$ cat src/rtl/comb_bist_pkg.sv
// Shared types and constants for the combinational-circuit BIST controller.
package comb_bist_pkg;

    typedef enum logic [2:0] {
        ST_IDLE,
        ST_APPLY,
        ST_SETTLE,
        ST_CHECK,
        ST_FIN
    } state_t;

    localparam logic [1:0] MODE_ENC_DEMUX = 2'd0;
    localparam logic [1:0] MODE_DEC_MUX   = 2'd1;
    localparam logic [1:0] MODE_DEC_FA    = 2'd2;

    localparam int VEC_ENC_DEMUX = 4;
    localparam int VEC_DEC_MUX   = 4;
    localparam int VEC_DEC_FA    = 8;

    localparam logic [7:0] ERR_MAX = 8'd255;

    typedef struct packed {
        logic [1:0] userinput;
        logic [3:0] d;      // d[0] is d0
        logic       i;
        logic [1:0] sel;    // {a1, a0}
        logic [2:0] abc;    // {a, b, c}
    } drive_t;

    typedef struct packed {
        logic        carry;
        logic        sum;
        logic        x;
        logic        s1;
        logic        s0;
        logic [11:0] y;     // y[0] is y0
    } resp_t;

    function automatic logic [2:0] last_idx(input logic [1:0] mode);
        case (mode)
            MODE_ENC_DEMUX: return 3'(VEC_ENC_DEMUX - 1);
            MODE_DEC_MUX:   return 3'(VEC_DEC_MUX - 1);
            default:        return 3'(VEC_DEC_FA - 1);
        endcase
    endfunction

endpackage

$ cat src/rtl/comb_bist_golden.sv
// Golden model: maps (mode, idx) to the drive vector, expected response and compare mask.
module comb_bist_golden
    import comb_bist_pkg::*;
(
    input  logic [1:0] mode,
    input  logic [2:0] idx,
    output drive_t     drive,
    output resp_t      exp_resp,
    output resp_t      mask
);

    always_comb begin
        drive    = '0;
        exp_resp = '0;
        mask     = '0;
        case (mode)
            MODE_ENC_DEMUX: begin
                drive.userinput          = MODE_ENC_DEMUX;
                drive.d                  = 4'b0001 << idx[1:0];
                drive.i                  = 1'b1;
                exp_resp.s1              = idx[1];
                exp_resp.s0              = idx[0];
                exp_resp.y[idx[1:0]]     = 1'b1;
                mask.s1                  = 1'b1;
                mask.s0                  = 1'b1;
                mask.y[3:0]              = 4'hf;
            end
            MODE_DEC_MUX: begin
                drive.userinput          = MODE_DEC_MUX;
                drive.d                  = 4'b0101;
                drive.sel                = idx[1:0];
                exp_resp.y[{2'b10, idx[1:0]}] = 1'b1;
                exp_resp.x               = ~idx[0];
                mask.y[11:8]             = 4'hf;
                mask.x                   = 1'b1;
            end
            MODE_DEC_FA: begin
                drive.userinput          = MODE_DEC_FA;
                drive.abc                = idx;
                exp_resp.y[idx]          = 1'b1;
                exp_resp.sum             = ^idx;
                exp_resp.carry           = (idx[2] & idx[1]) | (idx[2] & idx[0]) | (idx[1] & idx[0]);
                mask.y[7:0]              = 8'hff;
                mask.sum                 = 1'b1;
                mask.carry               = 1'b1;
            end
            default: ;
        endcase
    end

endmodule

$ cat src/rtl/comb_bist_ctrl.sv
// BIST sequencer for combinationalcircuit: sweeps 16 vectors over three modes and
// reports error count plus the first failing (mode, idx).
module comb_bist_ctrl
    import comb_bist_pkg::*;
#(
    parameter int SETTLE_CYCLES = 2
) (
    input  logic       clk,
    input  logic       rst_n,
    input  logic       start,
    output logic [1:0] userinput,
    output logic       d0,
    output logic       d1,
    output logic       d2,
    output logic       d3,
    output logic       I,
    output logic       a0,
    output logic       a1,
    output logic       a,
    output logic       b,
    output logic       c,
    input  logic       y0,
    input  logic       y1,
    input  logic       y2,
    input  logic       y3,
    input  logic       y4,
    input  logic       y5,
    input  logic       y6,
    input  logic       y7,
    input  logic       y8,
    input  logic       y9,
    input  logic       y10,
    input  logic       y11,
    input  logic       s0,
    input  logic       s1,
    input  logic       x,
    input  logic       sum,
    input  logic       carry,
    output logic       busy,
    output logic       done,
    output logic       pass,
    output logic [7:0] err_count,
    output logic       fail_valid,
    output logic [1:0] fail_mode,
    output logic [2:0] fail_idx
);

    state_t     state;
    logic [1:0] mode;
    logic [2:0] idx;
    logic [3:0] settle_cnt;
    drive_t     drive_q;
    resp_t      exp_q;
    resp_t      mask_q;

    logic [1:0] g_mode;
    logic [2:0] g_idx;
    drive_t     g_drive;
    resp_t      g_exp;
    resp_t      g_mask;
    resp_t      dut_resp;
    logic       last_vec;
    logic       mismatch;

    // The golden block sees the upcoming vector in IDLE/CHECK (to load the drive
    // registers on the APPLY edge) and the current one in APPLY (to latch expect/mask).
    always_comb begin
        last_vec = (idx == last_idx(mode));
        g_mode   = mode;
        g_idx    = idx;
        if (state == ST_IDLE) begin
            g_mode = MODE_ENC_DEMUX;
            g_idx  = '0;
        end else if (state == ST_CHECK) begin
            if (last_vec) begin
                g_mode = mode + 2'd1;
                g_idx  = '0;
            end else begin
                g_idx  = idx + 3'd1;
            end
        end
    end

    comb_bist_golden u_golden (
        .mode     (g_mode),
        .idx      (g_idx),
        .drive    (g_drive),
        .exp_resp (g_exp),
        .mask     (g_mask)
    );

    assign dut_resp = '{carry: carry, sum: sum, x: x, s1: s1, s0: s0,
                        y: {y11, y10, y9, y8, y7, y6, y5, y4, y3, y2, y1, y0}};
    assign mismatch = |((dut_resp ^ exp_q) & mask_q);

    always_ff @(posedge clk or negedge rst_n) begin
        if (!rst_n) begin
            state      <= ST_IDLE;
            mode       <= '0;
            idx        <= '0;
            settle_cnt <= '0;
            drive_q    <= '0;
            exp_q      <= '0;
            mask_q     <= '0;
            busy       <= 1'b0;
            done       <= 1'b0;
            err_count  <= '0;
            fail_valid <= 1'b0;
            fail_mode  <= '0;
            fail_idx   <= '0;
        end else begin
            case (state)
                ST_IDLE: begin
                    if (start) begin
                        state      <= ST_APPLY;
                        mode       <= g_mode;
                        idx        <= g_idx;
                        drive_q    <= g_drive;
                        busy       <= 1'b1;
                        done       <= 1'b0;
                        err_count  <= '0;
                        fail_valid <= 1'b0;
                        fail_mode  <= '0;
                        fail_idx   <= '0;
                    end
                end
                ST_APPLY: begin
                    exp_q  <= g_exp;
                    mask_q <= g_mask;
                    if (SETTLE_CYCLES == 0) begin
                        state <= ST_CHECK;
                    end else begin
                        settle_cnt <= 4'(SETTLE_CYCLES - 1);
                        state      <= ST_SETTLE;
                    end
                end
                ST_SETTLE: begin
                    if (settle_cnt == '0) state <= ST_CHECK;
                    else                  settle_cnt <= settle_cnt - 4'd1;
                end
                ST_CHECK: begin
                    if (mismatch) begin
                        if (err_count != ERR_MAX) err_count <= err_count + 8'd1;
                        if (!fail_valid) begin
                            fail_valid <= 1'b1;
                            fail_mode  <= mode;
                            fail_idx   <= idx;
                        end
                    end
                    if (mode == MODE_DEC_FA && last_vec) begin
                        state <= ST_FIN;
                    end else begin
                        state   <= ST_APPLY;
                        mode    <= g_mode;
                        idx     <= g_idx;
                        drive_q <= g_drive;
                    end
                end
                ST_FIN: begin
                    done  <= 1'b1;
                    busy  <= 1'b0;
                    state <= ST_IDLE;
                end
                default: state <= ST_IDLE;
            endcase
        end
    end

    assign userinput = drive_q.userinput;
    assign d0        = drive_q.d[0];
    assign d1        = drive_q.d[1];
    assign d2        = drive_q.d[2];
    assign d3        = drive_q.d[3];
    assign I         = drive_q.i;
    assign a1        = drive_q.sel[1];
    assign a0        = drive_q.sel[0];
    assign a         = drive_q.abc[2];
    assign b         = drive_q.abc[1];
    assign c         = drive_q.abc[0];
    assign pass      = done && (err_count == '0);

endmodule

$ cat config.mk
export PLATFORM = sky130hd
export DESIGN_NAME = comb_bist_ctrl
export DESIGN_NICKNAME = d
export VERILOG_FILES = /design/src/rtl/comb_bist_pkg.sv /design/src/rtl/comb_bist_golden.sv /design/src/rtl/comb_bist_ctrl.sv
export SDC_FILE = /design/constraint.sdc
export NUM_CORES = 1
export LEC_CHECK = 0
export CAP_MARGIN = 20
export CORE_MARGIN = 3
export CORE_UTILIZATION = 55
export DETAILED_ROUTE_END_ITERATION = 8
export GPL_ROUTABILITY_DRIVEN = 0
export PLACE_DENSITY = 0.88
export SYNTH_ARGS = -nofsm -noshare
export SYNTH_HDL_FRONTEND = slang
export SYNTH_SLANG_ARGS = --single-unit
$ cat constraint.sdc
create_clock -name clk -period 2.85 [get_ports clk]
set_input_delay 0.4275 -clock clk [delete_from_list [all_inputs] [get_ports clk]]
set_output_delay 0.4275 -clock clk [all_outputs]
set_load 0.01 [all_outputs]
Word-level counts from Yosys, hierarchy flattened
Index checks and enable logic that the tools add are counted.

cells by class
  $add $sub $neg = 4
  multiply operators = 0
  div/mod/pow operators = 0
  order comparisons = 6
  equal/unequal tests = 17
  shifts and indexed selects = 1
  muxes and demuxes = 61
  bitwise operators = 8
  reduce and logical (&&, ||, !) cells = 24

operator list
  kind                                                             count
  3-bit 2-to-1 mux                                                 13
  12-bit one-hot mux with 3 select lines                           1
  2-bit 2-to-1 mux                                                 13
  12-bit 2-to-1 mux                                                2
  8-bit 2-to-1 mux                                                 3
  12-bit one-hot mux with 2 select lines                           1
  17-bit bitwise AND                                               1
  17-bit OR reduction                                              1
  17-bit bitwise XOR                                               1
  4-bit 2-to-1 mux                                                 4
  4-bit one-hot mux with 2 select lines                            2
  8-bit one-hot mux with 2 select lines                            1
  2-bit inequality test, second input constant                     6
  2-bit one-hot mux with 2 select lines                            3
  3-bit one-hot mux with 2 select lines                            2
  3-bit one-hot mux with 4 select lines                            1
  1-bit 2-to-1 mux                                                 9
  8-bit by 1-bit adder with 8-bit output, second input constant    1
  8-bit logical NOT                                                1
  8-bit inequality test, second input constant                     1
  4-bit AND reduction                                              2
  3-bit by 2-bit == test with 1-bit output, second input constant  2
  1-bit one-hot mux with 2 select lines                            3
  2-bit AND reduction                                              3
  29 further kinds                                                 44

storage, ports and cells
  flip-flop bits (word level) = 74
  latch bits = 0
  memory bits (writable) = 0
  ROM bits = 0
  bits of input ports = 20
  output and inout bits = 29
  word-level logic and storage cells = 148
  memories kept = 0

Logic depth before layout (Yosys ltp)
  depth in word-level cells = 12
  depth in mapped cells = 11
  gate-level depth less buffers = 9

Cells and area by module
A second synthesis with hierarchy kept.

unflattened totals
  cells, all modules = 439
  area total of the unflattened synthesis = 4,274.1 um2

by module, submodules not included
  module            times used  cells each  area an instance (um2)  sequential area each (um2)
  comb_bist_ctrl    1           372         3,819.9                 1,851.8
  comb_bist_golden  1           67          454.2                   0.0

Worst setup path before layout
OpenSTA, ideal clock, no wires.

  kind = register to register
  from = register mode[1]
  to = register exp_q[15] (netlist bit)
  setup time = 96 ps
  arrival = 2,490 ps
  data required time = 2,754 ps
  setup slack = 264 ps
  cell stages (with the launch flop) = 11
  path buffers = 2
  period minus slack after synthesis = 2,586 ps
  path through = dfrtp_1 -> inv_1 -> ha_1 -> or3_1 -> buf_2 -> a311oi_1 -> nand2b_1 -> buf_4 -> inv_2 -> fa_1 -> o31ai_1

between the ends
  cells in the longest elaborated chain, start to end = 9
  elaborated cells between the ends (all ways) = 15
  those cells by class = add/sub: 1; eq/ne: 3; mux: 8; reduce/logical: 3

ends and longest elaborated chain
  element                                                                        RTL line                source
  from (decl)                                                                    comb_bist_ctrl.sv:49    logic [1:0] mode;
  from (signal assigned)                                                         comb_bist_ctrl.sv:116   mode <= g_mode;
  from (signal assigned)                                                         comb_bist_ctrl.sv:154   mode <= g_mode;
  2-bit by 1-bit == test with 1-bit output or 2-bit logical NOT (tied branches)  comb_bist_pkg.sv:40     case (mode)
  2-bit OR reduction (no line) (*)                                               n/a
  3-bit 2-to-1 mux (*)                                                           comb_bist_pkg.sv:40
  3-bit == test (*)                                                              comb_bist_ctrl.sv:68    last_vec = (idx == last_idx(mode));
  3-bit 2-to-1 mux (*)                                                           comb_bist_ctrl.sv:75    if (last_vec) begin
  3-bit 2-to-1 mux (*)                                                           comb_bist_ctrl.sv:74    end else if (state == ST_CHECK) begin
  3-bit 2-to-1 mux (*)                                                           comb_bist_ctrl.sv:71    if (state == ST_IDLE) begin
  net g_idx[0]                                                                   comb_bist_ctrl.sv:57    logic [2:0] g_idx;
  3-bit XOR reduction (*)                                                        comb_bist_golden.sv:41  exp_resp.sum = ^idx;
  2-bit 2-to-1 mux (*)                                                           comb_bist_golden.sv:16  case (mode)
  to (signal assigned)                                                           comb_bist_ctrl.sv:128   exp_q <= g_exp;
  to (decl)                                                                      comb_bist_ctrl.sv:53    resp_t exp_q;

Mark *: on every way through the listed nets, which the timed path passes. The rest lies on a longest branch.
A chain may end at the register's enable or synchronous reset.

Worst setup path in the final report
  from = register mode[1]
  to = register exp_q[15] (netlist bit)

between the ends
  cells in the longest elaborated chain, start to end = 9
  elaborated cells between the ends (all ways) = 15
  those cells by class = add/sub: 1; eq/ne: 3; mux: 8; reduce/logical: 3

ends and longest elaborated chain
  element                                                                        RTL line
  2-bit by 1-bit == test with 1-bit output or 2-bit logical NOT (tied branches)  comb_bist_pkg.sv:40
  2-bit OR reduction (no line)                                                   n/a
  3-bit 2-to-1 mux                                                               comb_bist_pkg.sv:40
  3-bit == test                                                                  comb_bist_ctrl.sv:68
  2-bit 2-to-1 mux or 3-bit 2-to-1 mux (tied branches)                           comb_bist_ctrl.sv:75
  2-bit 2-to-1 mux or 3-bit 2-to-1 mux (tied branches)                           comb_bist_ctrl.sv:74
  2-bit 2-to-1 mux or 3-bit 2-to-1 mux (tied branches)                           comb_bist_ctrl.sv:71
  2-bit == test or 3-bit XOR reduction (tied branches)                           comb_bist_golden.sv:16, comb_bist_golden.sv:41
  2-bit 2-to-1 mux (*)                                                           comb_bist_golden.sv:16

Every way passes the cells marked *; elsewhere a longest branch is shown, timed or not.

==> summary.md <==
| Metric | Value |
|---|---|
| DRT iter0 DRCs | `186` |
| Initial Util | `57.4%` |
| Reg2reg end | `exp_q[15]` |
| Pre-CTS setup slack | `218 ps` |
| Synthesized flop and latch total | `61` |
| Vias | `2922` |
| Worst r2r path cells | `8` |
| Minimum clock period | `2660 ps` |
| Worst slew pin tran | `708 ps` |
| Synth area leader | `dfrtp_1` |
| Flop-to-flop setup slack | `190 ps` |
| Final Hold Viols | `0` |
| Min-delay worst type | `input pin to async pin` |
| Syn Area/Cell | `10.0 um2` |
| Leakage | `1.83 nW` |
| Die area | `7240 um2` |
| Clock insertion delay at the later pin of the skew report | `350 ps` |
| Reg area | `1530 um2` |
| Total Routing Usage GR | `23.9%` |
| H-tree depth | `3` |
| Rel. slew slack | `52.8%` |
| Initial antenna violation count | `0` |
| Fillers | `431` |
| Core ar. | `5990 um2` |
| Worst setup EP type | `flop` |
| WL per Instance | `17.1 um` |
| Routed WL | `8150 um` |
| Count leader, synth | `dfrtp_1` |
| Max_cap viols | `0` |
| Pins Over Slew Limit | `0` |
| Cts bufs inserted | `9` |
| WP data required | `3110 ps` |
| Worst-path clk slew | `70 ps` |
| CTS-repair resized insts | `0` |
| First-pass GRT wire length | `13600 um` |
| Synth unique cells | `61` |
| RSZ-0062 raised after global routing | `no` |
| DR vias/cell | `6.13` |
| GR Overflow Total | `0` |
| Post-Syn Area | `3440 um2` |
| DPL Wire Length | `5890 um` |
| Sequential area share after synthesis | `44.4%` |
| Multi-input gate area | `1790 um2` |
| # rows | `28` |
| WS Path Type | `flop to flop` |
| Port Buf Inserts | `48` |
| Clock skew | `6.09 ps` |
| Vias in the first global route | `2772` |
| Clock Path Buffers | `2` |
| Final worst path period share | `93.4%` |
| CP Max Fanout | `7` |
| Die height | `85.1 um` |
| Residual DRC | `0` |
| Synth warn | `0` |
| Worst setup margin | `187 ps` |
| Ys async rst share | `100%` |
| Top post-synthesis cells by area | `dfrtp_1, nand2_1, ha_1` |
| Antenna cells | `0` |
| CTS tree | `yes` |
| Layout cell share with drive strength beyond 1 | `10.4%` |
| Hold buffers post-CTS | `0` |
| Startpoint Class | `flop` |
| Clock sinks | `61` |
| Largest net degree at the start of global routing | `33` |
| Mapped Cells | `344` |
| Final net count | `431` |
| Status | `complete, no violations` |
| Synth Flop Type | `dfrtp_1` |
| Die width | `85.1 um` |
| Power Density | `433 nW/um2` |
| Setup TNS | `0 ps` |
| Max VDD drop | `0.359 mV` |
| Synthesized Nets | `377` |
| Setup Buffers After CTS | `0` |
| Remaining antenna violation count | `0` |
| P&R area growth vs syn | `21.7%` |
| Clock root buffer | `clkbuf_8` |
| EDFF count, synth | `0` |
| Critical path data arrival time | `2920 ps` |
| Share of the synthesized area in the top cell type | `44.4%` |
| Detailed-router iteration count before antenna repair | `6` |
| FMAX | `376 MHz` |
| Finish-stage setup viols | `0` |
| Post-synth top cells | `dfrtp_1, nand2_1, a21oi_1` |
| IO Pins | `49` |
| RR Startpoint | `mode[1]` |
cells by family after synthesis:
kind of cell             Yosys count  synth area share [%]
AO/OA/AOI/OAI                    108                  24.4
XOR/XNOR                          19                  4.84
adder cells (fa/ha/maj)           13                  4.95
buffers and inverters             28                  3.67
flip-flops                        61                  44.4
multiplexers                       5                  1.60
AND/OR/NAND/NOR                  110                  16.2
metrics by stage:
step                area [um2]  util [%]  instances  total power [W]  hold WS [ps]
global placement          4030      67.2        462          0.00116           466
finish                    4190      69.9        477          0.00181           129
detailed placement        4030      67.2        462          0.00117           473
floorplan                 3440         -        344          0.00104           132
CTS                       4190      69.9        477          0.00182           153
global route              4190      69.9        477          0.00188           188
registers in the layout, indices dropped and copies added, names as in the netlist, 3 cells and up:
| register | count |
|---|---|
| exp_q | 17 |
| err_count | 8 |
| mask_q | 4 |
| settle_cnt | 4 |
| fail_idx | 3 |
| idx | 3 |
| state | 3 |
per-layer routing:
layer  track usage, %  vias up  part of all wire, %
met2             35.8      129                   46
li1                 -     1371                    -
met5                0        -                    0
met4             11.4        0                  3.2
met1             33.7     1392                   44
met3             4.27       30                  6.6
placed cells by master (no fill, tap or decap), drive strengths merged, types with 8 or more instances in the layout:
cell type      instances
a32o                  10
a22o                   8
clkdlybuf4s50         47
inv                   12
clkbuf                13
o21ai                 21
a21oi                 17
nand2                 43
buf                   12
o31ai                 13
nor3                   8
xor2                  12
dfrtp                 61
ha                    12
nor2                  16
worst max-delay path, cell delays in order, from the launching register on:
cell      delay, ps
dfrtp_1         450
inv_1            90
ha_1            230
or3_1           480
a311oi_1        340
nand2b_1        190
inv_2            90
fa_1            470
o31ai_1         230
final cells by class:
cell class                      instances  area share (%)
Clock buffer                           13            3.56
Sequential cell                        61            36.5
Timing Repair Buffer                   59            13.6
Multi-Input combinational cell        255            42.8
Clock inverter                          2           0.239
Tap cell                               75            2.24
Inverter                               12            1.08
worst max path at each step:
stage / start / endpoint
after floorplan: mode[1] / exp_q[15]
after global placement: mode[1] / exp_q[15]
after detailed placement: mode[1] / exp_q[15]
after CTS: mode[1] / exp_q[15]
after global routing: mode[1] / exp_q[15]
final: mode[1] / exp_q[15]
power by group:
part           leakage, nW  total (W)  switching, W  internal, W
Combinational        0.957   0.000207     0.0000833     0.000123
Clock               0.0833   0.000665      0.000332     0.000332
Sequential           0.788   0.000943     0.0000484     0.000894
Note: power is estimated with default switching activity, not from simulation.
